==> src/rtl/ram_loader_arbiter.sv <==
// Shares one RAM port between a CPU and a byte-stream loader. Loader bytes queue in a small FIFO
// and go to RAM in cycles the CPU leaves free. The CPU is held for the whole loader session.
module ram_loader_arbiter #(
  parameter int unsigned RELEASE_CYCLES  = 4,
  parameter int unsigned FIFO_DEPTH_LOG2 = 2
) (
  input  logic        clk7,
  input  logic        rst,
  input  logic        cpu_clken,
  input  logic [15:0] cpu_addr,
  input  logic [7:0]  cpu_wdata,
  input  logic        cpu_rd,
  input  logic        cpu_wr,
  output logic [7:0]  cpu_rdata,
  output logic        cpu_hold,
  input  logic        dl_active,
  input  logic [15:0] dl_addr,
  input  logic [7:0]  dl_data,
  input  logic        dl_wr,
  output logic        dl_ready,
  output logic        dl_overflow,
  output logic [15:0] dl_count,
  output logic [15:0] ram_addr,
  output logic [7:0]  ram_din,
  output logic        ram_rd,
  output logic        ram_wr,
  input  logic [7:0]  ram_dout
);

  localparam int unsigned Depth = 2 ** FIFO_DEPTH_LOG2;
  localparam int unsigned RelW  = (RELEASE_CYCLES > 1) ? $clog2(RELEASE_CYCLES) : 1;

  typedef logic [FIFO_DEPTH_LOG2-1:0] ptr_t;
  typedef logic [FIFO_DEPTH_LOG2:0]   occ_t;

  typedef enum logic [1:0] {StIdle, StLoad, StDrain, StRelease} state_e;

  state_e           state_q, state_d;
  logic [RelW-1:0]  rel_q, rel_d;
  ptr_t             wr_ptr_q, wr_ptr_d, rd_ptr_q, rd_ptr_d;
  occ_t             occ_q, occ_d;
  logic [15:0]      count_q, count_d;
  logic             ovf_q, ovf_d;
  logic [15:0]      addr_mem [Depth];
  logic [7:0]       data_mem [Depth];

  logic in_load, full, empty, push, drop, pop;

  always_comb begin
    in_load = (state_q == StLoad);
    full    = (occ_q == occ_t'(Depth));
    empty   = (occ_q == '0);
    push    = in_load & dl_wr & ~full;
    drop    = in_load & dl_wr & full;
    // Loader write slot: any queued byte while the CPU is not using the RAM this cycle
    pop     = ((state_q == StLoad) || (state_q == StDrain)) & ~empty & ~cpu_clken;
  end

  always_comb begin
    state_d  = state_q;
    rel_d    = rel_q;
    wr_ptr_d = wr_ptr_q + ptr_t'(push);
    rd_ptr_d = rd_ptr_q + ptr_t'(pop);
    occ_d    = occ_q;
    if (push && !pop) begin
      occ_d = occ_q + occ_t'(1);
    end else if (pop && !push) begin
      occ_d = occ_q - occ_t'(1);
    end
    count_d = count_q + 16'(pop);
    ovf_d   = ovf_q | drop;

    unique case (state_q)
      StIdle: begin
        if (dl_active) begin
          state_d  = StLoad;
          ovf_d    = 1'b0;
          count_d  = '0;
          wr_ptr_d = '0;
          rd_ptr_d = '0;
          occ_d    = '0;
        end
      end
      StLoad: begin
        if (!dl_active) begin
          if (occ_d != '0) begin
            state_d = StDrain;
          end else begin
            state_d = StRelease;
            rel_d   = RelW'(RELEASE_CYCLES - 1);
          end
        end
      end
      StDrain: begin
        if (dl_active) begin
          state_d = StLoad;
        end else if (occ_d == '0) begin
          state_d = StRelease;
          rel_d   = RelW'(RELEASE_CYCLES - 1);
        end
      end
      StRelease: begin
        if (dl_active) begin
          state_d = StLoad;
        end else if (rel_q == '0) begin
          state_d = StIdle;
        end else begin
          rel_d = rel_q - RelW'(1);
        end
      end
      default: state_d = StIdle;
    endcase
  end

  always_ff @(posedge clk7 or posedge rst) begin
    if (rst) begin
      state_q  <= StIdle;
      rel_q    <= '0;
      wr_ptr_q <= '0;
      rd_ptr_q <= '0;
      occ_q    <= '0;
      count_q  <= '0;
      ovf_q    <= 1'b0;
    end else begin
      state_q  <= state_d;
      rel_q    <= rel_d;
      wr_ptr_q <= wr_ptr_d;
      rd_ptr_q <= rd_ptr_d;
      occ_q    <= occ_d;
      count_q  <= count_d;
      ovf_q    <= ovf_d;
    end
  end

  // Storage needs no reset: occupancy alone decides what is valid
  always_ff @(posedge clk7) begin
    if (push) begin
      addr_mem[wr_ptr_q] <= dl_addr;
      data_mem[wr_ptr_q] <= dl_data;
    end
  end

  always_comb begin
    cpu_hold    = (state_q != StIdle);
    dl_ready    = in_load & ~full;
    dl_overflow = ovf_q;
    dl_count    = count_q;
    cpu_rdata   = ram_dout;
    ram_addr    = cpu_addr;
    ram_din     = cpu_wdata;
    ram_rd      = cpu_rd;
    ram_wr      = cpu_wr & cpu_clken & ~cpu_hold;
    if (pop) begin
      ram_addr = addr_mem[rd_ptr_q];
      ram_din  = data_mem[rd_ptr_q];
      ram_rd   = 1'b0;
      ram_wr   = 1'b1;
    end
  end

endmodule

==> config.mk <==
export PLATFORM = sky130hd
export DESIGN_NAME = ram_loader_arbiter
export DESIGN_NICKNAME = d
export VERILOG_FILES = /design/src/rtl/ram_loader_arbiter.sv
export SDC_FILE = /design/constraint.sdc
export NUM_CORES = 1
export LEC_CHECK = 0
export CAP_MARGIN = 40
export CELL_PAD_IN_SITES_DETAIL_PLACEMENT = 0
export CELL_PAD_IN_SITES_GLOBAL_PLACEMENT = 1
export CORE_ASPECT_RATIO = 0.5
export CORE_MARGIN = 1.5
export CORE_UTILIZATION = 38
export DETAILED_ROUTE_END_ITERATION = 10
export GPL_TIMING_DRIVEN = 0
export PLACE_DENSITY = 0.81
export SLEW_MARGIN = 20
export SYNTH_ARGS = -nofsm -noshare
export SYNTH_HDL_FRONTEND = slang
export SYNTH_SLANG_ARGS = --single-unit
==> constraint.sdc <==
create_clock -name clk7 -period 3.1 [get_ports clk7]
set_input_delay 0.465 -clock clk7 [delete_from_list [all_inputs] [get_ports clk7]]
set_output_delay 0.465 -clock clk7 [all_outputs]
set_load 0.02 [all_outputs]
# --- Word level (Yosys, flattened, before mapping) ---
# Memory sizes are Yosys's and may differ from the RTL's.
# Cells that the tools add are included.
totals:
  elab_cells: 87
  mem_bits_rw: 96
  memories: 2
  reg_bits: 28
memory_table:
  columns: ["name", "depth", "width", "read_ports", "rd_clocked_by_memory_dff", "write_ports", "line_no", "rtl"]
  rows:
  - ["addr_mem", 4, 16, 1, 0, 1, "44", "logic [15:0] addr_mem [Depth];"]
  - ["data_mem", 4, 8, 1, 0, 1, "45", "logic [7:0] data_mem [Depth];"]
classes:
  mux: 32
  eq_ne: 13
  n_reduce_logical: 14
  bitwise_logic: 13
  add_sub_neg: 6
ops:
  columns: ["cell", "n"]
  rows:
  - ["16-bit two-way mux", 3]
  - ["2-bit two-way mux", 15]
  - ["16-bit by 1-bit adder with 16-bit output", 1]
  - ["3-bit two-way mux", 4]
  - ["2-bit inequality test (second input constant)", 6]
  - ["1-bit bitwise AND", 8]
  - ["8-bit two-way mux", 1]
  - ["2-bit one-hot mux with 4 select lines", 1]
  - ["1-bit two-way mux", 7]
  - ["7-bit AND reduction", 1]
  - ["3-bit logical NOT", 2]
  - ["2-bit one-hot mux with 3 select lines", 1]
  - ["3-bit nonzero test", 2]
  - ["2-bit by 1-bit adder with 2-bit output", 2]
  - ["2-bit equality test (second input constant)", 2]
  - ["2-bit logical NOT", 2]
  - ["1-bit NOT", 4]
  - ["4-bit AND reduction", 1]
  - ["3-bit by 1-bit adder with 3-bit output (second input constant)", 1]
  - ["3-bit equality test (second input constant)", 1]
  - ["3-bit by 2-bit inequality test with 1-bit output (second input constant)", 1]
  - ["3-bit inequality test (second input constant)", 1]
  - ["3-bit by 1-bit subtractor with 3-bit output (second input constant)", 1]
  - ["2-bit by 1-bit equality test with 1-bit output (second input constant)", 1]
  - ["7 further kinds", 9]

# --- Depth between registers and ports, before layout ---
# Gate-level depths: netlist (run 1).
depth:
  ltp_word: 11
  ltp_mapped: 12
  mapped_depth_nobuf: 11

# --- Least setup slack after synthesis (run 1) ---
# Ideal clock, no wire load.
synth_path:
  path_type: "register to register"
  from: "reg occ_q[0]"
  to: "mem addr_mem[2][0], enable pin"
  setup_ns: 0.440
  t_arrival_ns: 2.747
  n_path_buf: 0
  path_slack_ns: -0.088
  required_ns: 2.660
  stages_incl_launch_ff: 6
  path_cell_list: "dfrtp_1 > inv_1 > ha_1 > nand2_1 > nand3_1 > nor3b_1"
synth_between:
  elab_chain_cells: 5
synth_lines:
  columns: ["element", "line_no", "rtl"]
  rows:
  - ["start: declaration", "41", "occ_t occ_q, occ_d;"]
  - ["start signal: assignment", "121", "occ_q <= '0;"]
  - ["start signal: assignment", "129", "occ_q <= occ_d;"]
  - ["3-bit equality test", "51", "full = (occ_q == occ_t'(Depth));"]
  - ["1-bit NOT", "53", "push = in_load & dl_wr & ~full;"]
  - ["1-bit bitwise AND", "53", null]
  - ["1-bit two-way mux", "137", "if (push) begin"]
  - ["1-bit two-way mux (implied by the code)", "138", "addr_mem[wr_ptr_q] <= dl_addr;"]
  - ["end: declaration", "44", null]
# No other way between the ends.

# --- Worst setup path after layout (run 1) ---
layout_path:
  from: "reg state_q[1]"
  to: "out ram_addr[5]"
layout_between:
  elab_chain_cells: 5
layout_lines:
  columns: ["element", "line_no", "rtl"]
  rows:
  - ["start: declaration", "38", "state_e state_q, state_d;"]
  - ["start signal: assignment", "117", "state_q <= StIdle;"]
  - ["start signal: assignment", "125", "state_q <= state_d;"]
  - ["2-bit by 1-bit equality test with 1-bit output / 2-bit equality test (equally long branches)", "56", "pop = ((state_q == StLoad) || (state_q == StDrain)) & ~empty & ~cpu_clken;"]
  - ["1-bit logical OR (*)", "56", null]
  - ["1-bit bitwise AND (*) (2 in series)", "56", null]
  - ["16-bit two-way mux (*)", "153", "if (pop) begin"]
  - ["end: declaration", "23", "output logic [15:0] ram_addr,"]
# Mark *: on every way between the ends. The rest lies on a longest branch, timed or not.

==> results of run 1 <==
-- worst max-delay path, delay by kind of cell, from the launching register on --
family	cells	cell delay, ps
buffers and inverters	4	730
AOI/OAI and AO/OA	1	200
DFF	1	390
and+or+nand+nor	1	130
muxes	1	340
adders and majority gates	1	290
-- cell usage after synthesis (3+ instances only) --
cell type	n	area, um2
mux2_2	24	270
edfxtp_1	96	2880
buf_4	8	60.1
xor2_1	8	70.1
a21oi_1	8	40.0
o21ai_0	6	30.0
clkbuf_1	6	22.5
xnor2_1	7	61.3
mux4_2	24	541
inv_1	14	52.6
and3_1	7	43.8
nand4_1	5	31.3
buf_2	5	25.0
nor2_1	22	82.6
and2_1	5	31.3
ha_1	12	150
nand2b_1	3	18.8
nand3_1	6	30.0
nand2_1	13	48.8
dfrtp_1	28	701
nor2b_1	8	50.1
-- what timing repair did --
item / 4_1_cts / 5_1_grt
pin swaps: 0 / 0
endpoints found under the setup margin: 24 / 19
gates resized for setup: 16 / 20
setup buffers: 0 / 2
-- layout make-up --
| class | instances | area, um2 | area share |
|---|---|---|---|
| Buffer | 19 | 128 | 0.0171 |
| Sequential cell | 124 | 3590 | 0.480 |
| Clock inverter | 14 | 100 | 0.0134 |
| Timing Repair Buffer | 116 | 1230 | 0.165 |
| Clock buffer | 17 | 425 | 0.0569 |
| Multi-Input combinational cell | 180 | 1710 | 0.229 |
| Tap cell | 192 | 240 | 0.0321 |
| Inverter | 14 | 52.6 | 0.00703 |
-- cells in the final DEF, fill, tap and decap left out, types with 3 or more instances in the layout --
cell	count
dfrtp_1	26
edfxtp_1	96
mux4_2	24
clkinvlp_4	4
and3_1	6
a21oi_1	7
buf_6	5
o21ai_0	6
inv_1	13
mux2_2	24
nor2b_1	8
nand2_1	13
nand2b_1	3
dlygate4sd2_1	4
nor2_1	21
nand4_1	5
dlymetal6s2s_1	20
clkinv_2	4
clkinv_4	3
and2_1	5
ha_1	12
xor2_1	8
nand3_1	6
clkbuf_16	17
buf_4	13
clkdlybuf4s50_1	83
clkbuf_1	4
xnor2_1	7
-- cells by family (layout without fill, tap and decap cells) --
kind of cell	after synthesis	after routing
buffers and inverters	34	180
AOI/OAI and AO/OA	27	27
muxes	51	51
DFF	124	124
xor gates and xnor gates	15	15
adders and majority gates	12	12
and+or+nand+nor	75	75
-- registers in the layout, summed over array words and instances (netlist names) --
signal       flops
dl_overflow      1
rel_q            2
rd_ptr_q         2
state_q          2
dl_count        16
data_mem        32
wr_ptr_q         2
occ_q            3
addr_mem        64
-- metrics by stage --
step / std cells / TNS [ps] / cell area, um2 / setup WS [ps]
floorplan: 338 / 0 / 5430 / 69.0
global placement: 637 / -75380 / 6740 / -1590
detailed placement: 644 / -1020 / 6860 / -149
CTS: 674 / 0 / 7410 / 0.258
global route: 676 / -49.1 / 7480 / -20.6
finish: 676 / 0 / 7480 / 153
-- layer usage --
metal  share of wire  vias up  wire length, um
met5               0        -                0
met4           0.014        0              151
met3           0.043       13              475
met2            0.50       70             5610
met1            0.44     1653             4920
li1                -     1553                -
-- where the power goes --
group / switching (mW) / leakage (nW) / total (mW) / internal [mW]
Combinational: 1.12 / 1.41 / 2.25 / 1.13
Sequential: 0.131 / 1.23 / 2.15 / 2.02
Clock: 0.738 / 0.250 / 1.75 / 1.02
Total: 1.98 / 2.89 / 6.15 / 4.16
-- final timing paths --
kind                                     endpoint  slack [ps]  depth (start not counted)
hold / removal             dl_count[12]$_DFF_PP0_         460                          2
setup reg to reg           dl_count[12]$_DFF_PP0_         360                         11
hold reg to reg             dl_overflow$_DFF_PP0_         500                          2
max in group asynchronous  state_q[0]$_DFFE_PP0P_        2210                          2
setup / recovery                      ram_addr[5]         150                          8
min in group clk7           dl_overflow$_DFF_PP0_         500                          2
==> out/results.tsv, run 1 <==
stage	metric	value	unit
yosys	XOR/XNOR Fraction of Synth Area	0.0242	
pwr	Peak supply drop	344	uV
clock_tree	H-Tree Depth	4	
cells_and_area	Layout area overhead	37.8	%
sta	max frequency	339	MHz
yosys	number of flops mapped to enable cells by yosys	96	
cells_and_area	nets@finish	547	
sta	Slew HR	0.558	
grt	initial antenna violation count	0	
route	first drt pass iteration count	4	
setup_path	Crit. End Element	primary output	
grt	global-route wire length before repair	17.4	mm
floorplanning	row count	30	
clock_tree	Clock Latency Late Sink	400	ps
floorplanning	I/O pin cnt	116	
yosys	Async SR Flop Fraction	0.226	
setup_path	RR Startpoint	state_q[1]$_DFFE_PP0P_	
yosys	post-synthesis net count	413	
setup_path	cells along the critical path	inv_1 -> ha_1 -> nand2b_1 -> a21oi_4 -> buf_4 -> buf_6 -> mux2_2 -> dlygate4sd2_1	
clock_tree	total CTS buffers	17	
yosys	Yosys warning total	0	
yosys	Netlist cell types	37	
yosys	Adder-Cell Fraction of Synth Area	0.0277	
pwr	leak pwr	2.89	nW
clock_tree	CTS tree	done	
placed_design	IO Port Bufs	107	
clock_tree	Worst-path clk slew	60	ps
sta	final setup vio count	0	
placed_design	dpl hpwl	7.61	mm
floorplanning	CORE AREA	13700	um2
setup_path	CP max stage delay	390	ps
floorplanning	die width	172	um
floorplanning	full die area	15000	um2
yosys	Mapped Cells	338	
sta	Pins Over Slew Limit	0	
setup_path	Setup crit start	state_q[1]$_DFFE_PP0P_	
grt	met2 usage	0.268	
grt	GR Util met3	0.0373	
flow_run	max_cap viols	0	
floorplanning	Starting Density	0.395	
sta	worst-margin pin slew	663	ps
cells_and_area	share of layout cells above drive strength 1	0.233	
sta	Hold Fails Final Rpt	0	
grt	largest net degree at the start of global routing	29	
route	initial DRC count	126	
setup_path	Slowest cell on crit path	dfrtp_1	
route	WL/cell	16.5	um
clock_tree	CTS max path bufs	2	
route	drc violations	0	
grt	met1 usage	0.197	
sta	Fin Clk Skew	6.21	ps
route	via density per instance	4.87	
grt	vias in the first global route	3316	
setup_path	worst-path maximum fanout	10	
clock_tree	CTS Sinks	124	
setup_path	Setup CP Type	flip-flop to primary output	
yosys	simple-gate share of the synthesized area	0.0690	
route	Routed WL	11.2	mm
yosys	#FFs+latches synth	124	
cells_and_area	# fillers	1096	
clock_tree	Root Driver	clkbuf_16	
route	routed via count	3289	
min_path	min-delay worst type	input pin to asynchronous set/reset pin	
pwr	Overall Power	6.15	mW
sta	period utilization	0.951	
yosys	post-synthesis mux area share	0.155	
setup_path	CP required	2630	ps
cells_and_area	Antenna Cells	0	
grt	busiest grt layer	met2	
yosys	sequential fraction of the synthesis area	0.661	
route	post-route antenna net violation count	0	
yosys	largest family of logic cells by synthesized area	multiplexers	
cells_and_area	Util after Layout	0.544	
setup_path	CP arrival	2480	ps
floorplanning	Die Height	87.5	um
setup_path	startpoint class of the critical path	flip-flop	
grt	gr usage total	0.158	
sta	Period minus WS final	2950	ps
yosys	compound-gate portion of the synthesized area	0.0330	
outcome	status	completed	
clock_tree	Hold Buf Count CTS	0	
pwr	Power Density	822	nW/um2
placed_design	routability-driven placement congestion ratio	0.749	
yosys	Top FF cell, synth	edfxtp_1	
yosys	Post-Syn Area	5430	um2
grt	global route total overflow	0	
yosys	Mean Syn Cell Area	16.1	um2
sta	WHS	456	ps
Note: power is estimated with default switching activity, not from simulation.
==> inputs of run 2 (changes only) <==
--- a/config.mk
+++ b/config.mk
@@ -14,6 +14,7 @@
 export DETAILED_ROUTE_END_ITERATION = 10
 export GPL_TIMING_DRIVEN = 0
 export PLACE_DENSITY = 0.81
+export REMOVE_ABC_BUFFERS = 1
 export SLEW_MARGIN = 20
 export SYNTH_ARGS = -nofsm -noshare
 export SYNTH_HDL_FRONTEND = slang
==> run 2 against run 1 <==
- first-iteration DRC count rose by 21%
- cell count fell by 3.4%
- worst hold slack improved by 12 ps
- flip-flop and latch count did not move
- highest routed layer unchanged
==> out/results.tsv, run 2 (synthesized netlist as in run 1, its figures left out) <==
stage	metric	value	unit	change
outcome	status	completed		
route	WL/cell	16.3	um	-1.4%
cells_and_area	Antenna Cells	0		unchanged
setup_path	Setup CP Type	flip-flop to primary output		
cells_and_area	Util after Layout	0.537		-0.00674
floorplanning	full die area	15000	um2	unchanged
sta	Pins Over Slew Limit	0		unchanged
setup_path	cells along the critical path	inv_1 -> ha_1 -> nand2b_1 -> a21oi_4 -> buf_4 -> buf_4 -> nor2b_1 -> clkdlybuf4s50_1		
cells_and_area	Most flops, register	addr_mem		
cells_and_area	share of layout cells above drive strength 1	0.223		-0.0100
pwr	Peak supply drop	349	uV	+1.6%
cells_and_area	commonest non-fill, non-tap cell in the layout	edfxtp_1		
grt	vias in the first global route	3401		+2.6%
setup_path	crit-path most repeated cell	buf_4		
sta	Setup TNS Final	0	ps	unchanged
grt	initial antenna violation count	0		unchanged
sta	final setup vio count	0		unchanged
route	routed via count	3174		-3.5%
setup_path	reg-to-reg endpoint	dl_count[14]$_DFF_PP0_		
clock_tree	CTS tree	done		
setup_path	register-to-register setup slack	260	ps	-100 ps
sta	worst-margin pin slew	674	ps	+10.9 ps
placed_design	dpl hpwl	7.10	mm	-6.6%
floorplanning	die width	172	um	unchanged
route	first drt pass iteration count	4		unchanged
pwr	leak pwr	2.83	nW	-1.9%
floorplanning	row count	30		unchanged
route	Routed WL	10.6	mm	-4.8%
clock_tree	Worst-path clk slew	60	ps	about the same
floorplanning	Die Height	87.5	um	unchanged
cells_and_area	Largest register FFs	64		unchanged
sta	max frequency	342	MHz	+0.86%
sta	period utilization	0.943		-0.00810
setup_path	RR Startpoint	state_q[1]$_DFFE_PP0P_		
route	initial DRC count	153		+21%
setup_path	startpoint class of the critical path	flip-flop		
floorplanning	I/O pin cnt	116		unchanged
clock_tree	CTS max path bufs	2		unchanged
clock_tree	Root Driver	clkbuf_16		
setup_path	reg2reg path depth	12		+1
min_path	min-delay worst type	input pin to asynchronous set/reset pin		
setup_path	Crit. End Element	primary output		
cells_and_area	Layout area overhead	36.1	%	
setup_path	CP max stage delay	600	ps	+210 ps
clock_tree	total CTS buffers	17		unchanged
setup_path	Slowest cell on crit path	clkdlybuf4s50_1		
setup_path	CP arrival	2460	ps	-20 ps
setup_path	worst-path maximum fanout	7		-3
clock_tree	H-Tree Depth	4		unchanged
placed_design	Setup WS pre-CTS	-58.2	ps	+91.2 ps
clock_tree	Hold Buf Count CTS	0		unchanged
grt	largest net degree at the start of global routing	29		unchanged
pwr	Power Density	854	nW/um2	+3.8%
sta	Period minus WS final	2920	ps	-25.1 ps
placed_design	IO Port Bufs	99		-7.5%
grt	global route total overflow	0		unchanged
route	post-route antenna net violation count	0		unchanged
clock_tree	Clock Latency Late Sink	400	ps	about the same
setup_path	CP required	2630	ps	about the same
cells_and_area	nets@finish	524		-4.2%
cells_and_area	most frequent cells in the layout	edfxtp_1, clkdlybuf4s50_1, dfrtp_1		
route	via density per instance	4.86		about the same
flow_run	max_cap viols	0		unchanged
grt	gr usage total	0.151		-0.00720
grt	global-route wire length before repair	17.1	mm	-2.1%
route	drc violations	0		unchanged
sta	final setup margin	178	ps	+25.1 ps
sta	Fin Clk Skew	9.33	ps	+3.12 ps
floorplanning	Starting Density	0.395		unchanged
sta	Hold Fails Final Rpt	0		unchanged
floorplanning	CORE AREA	13700	um2	unchanged
sta	Slew HR	0.551		-0.00727
clock_tree	CTS Sinks	124		unchanged
sta	RSZ-0062 raised after global routing	no		
placed_design	routability-driven placement congestion ratio	0.725		-3.2%
run 2: changes by cell type in the layout (fill, tap and decap cells not counted), sizes merged:
| cell | delta |
|---|---|
| buf | -10 |
| clkdlybuf4s50 | -8 |
| clkbuf | -5 |
| bufinv | +3 |
| clkinv | -2 |
| clkinvlp | -1 |
run 2: worst max-delay path by stage:
stage,startpoint,endpoint,slack [ps],cells past startpoint
after floorplan,state_q[0]$_DFFE_PP0P_,dl_count[12]$_DFF_PP0_,-550,10
after global placement,cpu_clken,dl_count[12]$_DFF_PP0_,-1930,9
after detailed placement,cpu_clken,ram_din[7],-60,6
after CTS,state_q[1]$_DFFE_PP0P_,ram_addr[13],10,7
after global routing,state_q[1]$_DFFE_PP0P_,dl_count[12]$_DFF_PP0_,30,12
final,state_q[1]$_DFFE_PP0P_,ram_rd,180,8
run 2: cell type report:
cell class	instances	area, um2
multi-input combinational	180	1710
timing repair buffer	112	1190
tap	192	240
fill	1159	6350
clock inverter	14	170
inverter	14	52.6
clock buffer	17	425
sequential	124	3590
run 2: per-stage QoR:
stage	hold WS (ps)	cell area [um2]	std cells	power, mW
after floorplan	458	5310	318	3.55
after global placement	470	6550	609	4.27
after detailed placement	488	6710	619	4.40
after CTS	491	7330	653	6.42
after global routing	537	7380	653	6.65
final	468	7380	653	6.30
run 2: critical path, delay by kind of cell, from the launching register on:
family,cells,cell delay (ps)
buffers and inverters,4,1050
flip-flops,1,400
AND/OR/NAND/NOR,2,280
adder cells (fa/ha/maj),1,250
AO/OA/AOI/OAI,1,70
run 2: power by group:
| group | internal [mW] | switching (mW) | total, mW |
|---|---|---|---|
| combinational | 1.12 | 1.00 | 2.12 |
| sequential | 2.02 | 0.185 | 2.20 |
| clock | 1.26 | 0.715 | 1.98 |
| total | 4.40 | 1.90 | 6.30 |
run 2: layer usage:
layer,up-vias,part of all wire,track usage
li1,1507,-,-
met3,8,0.039,0.0377
met2,72,0.48,0.248
met5,-,0,0
met1,1587,0.47,0.196
met4,0,0.0089,0.0545
run 2: repair_timing:
action / in CTS / in global routing
setup buffers: 3 / 0
endpoints found under the setup margin: 25 / 22
pin swaps: 0 / 0
resized for setup: 5 / 21
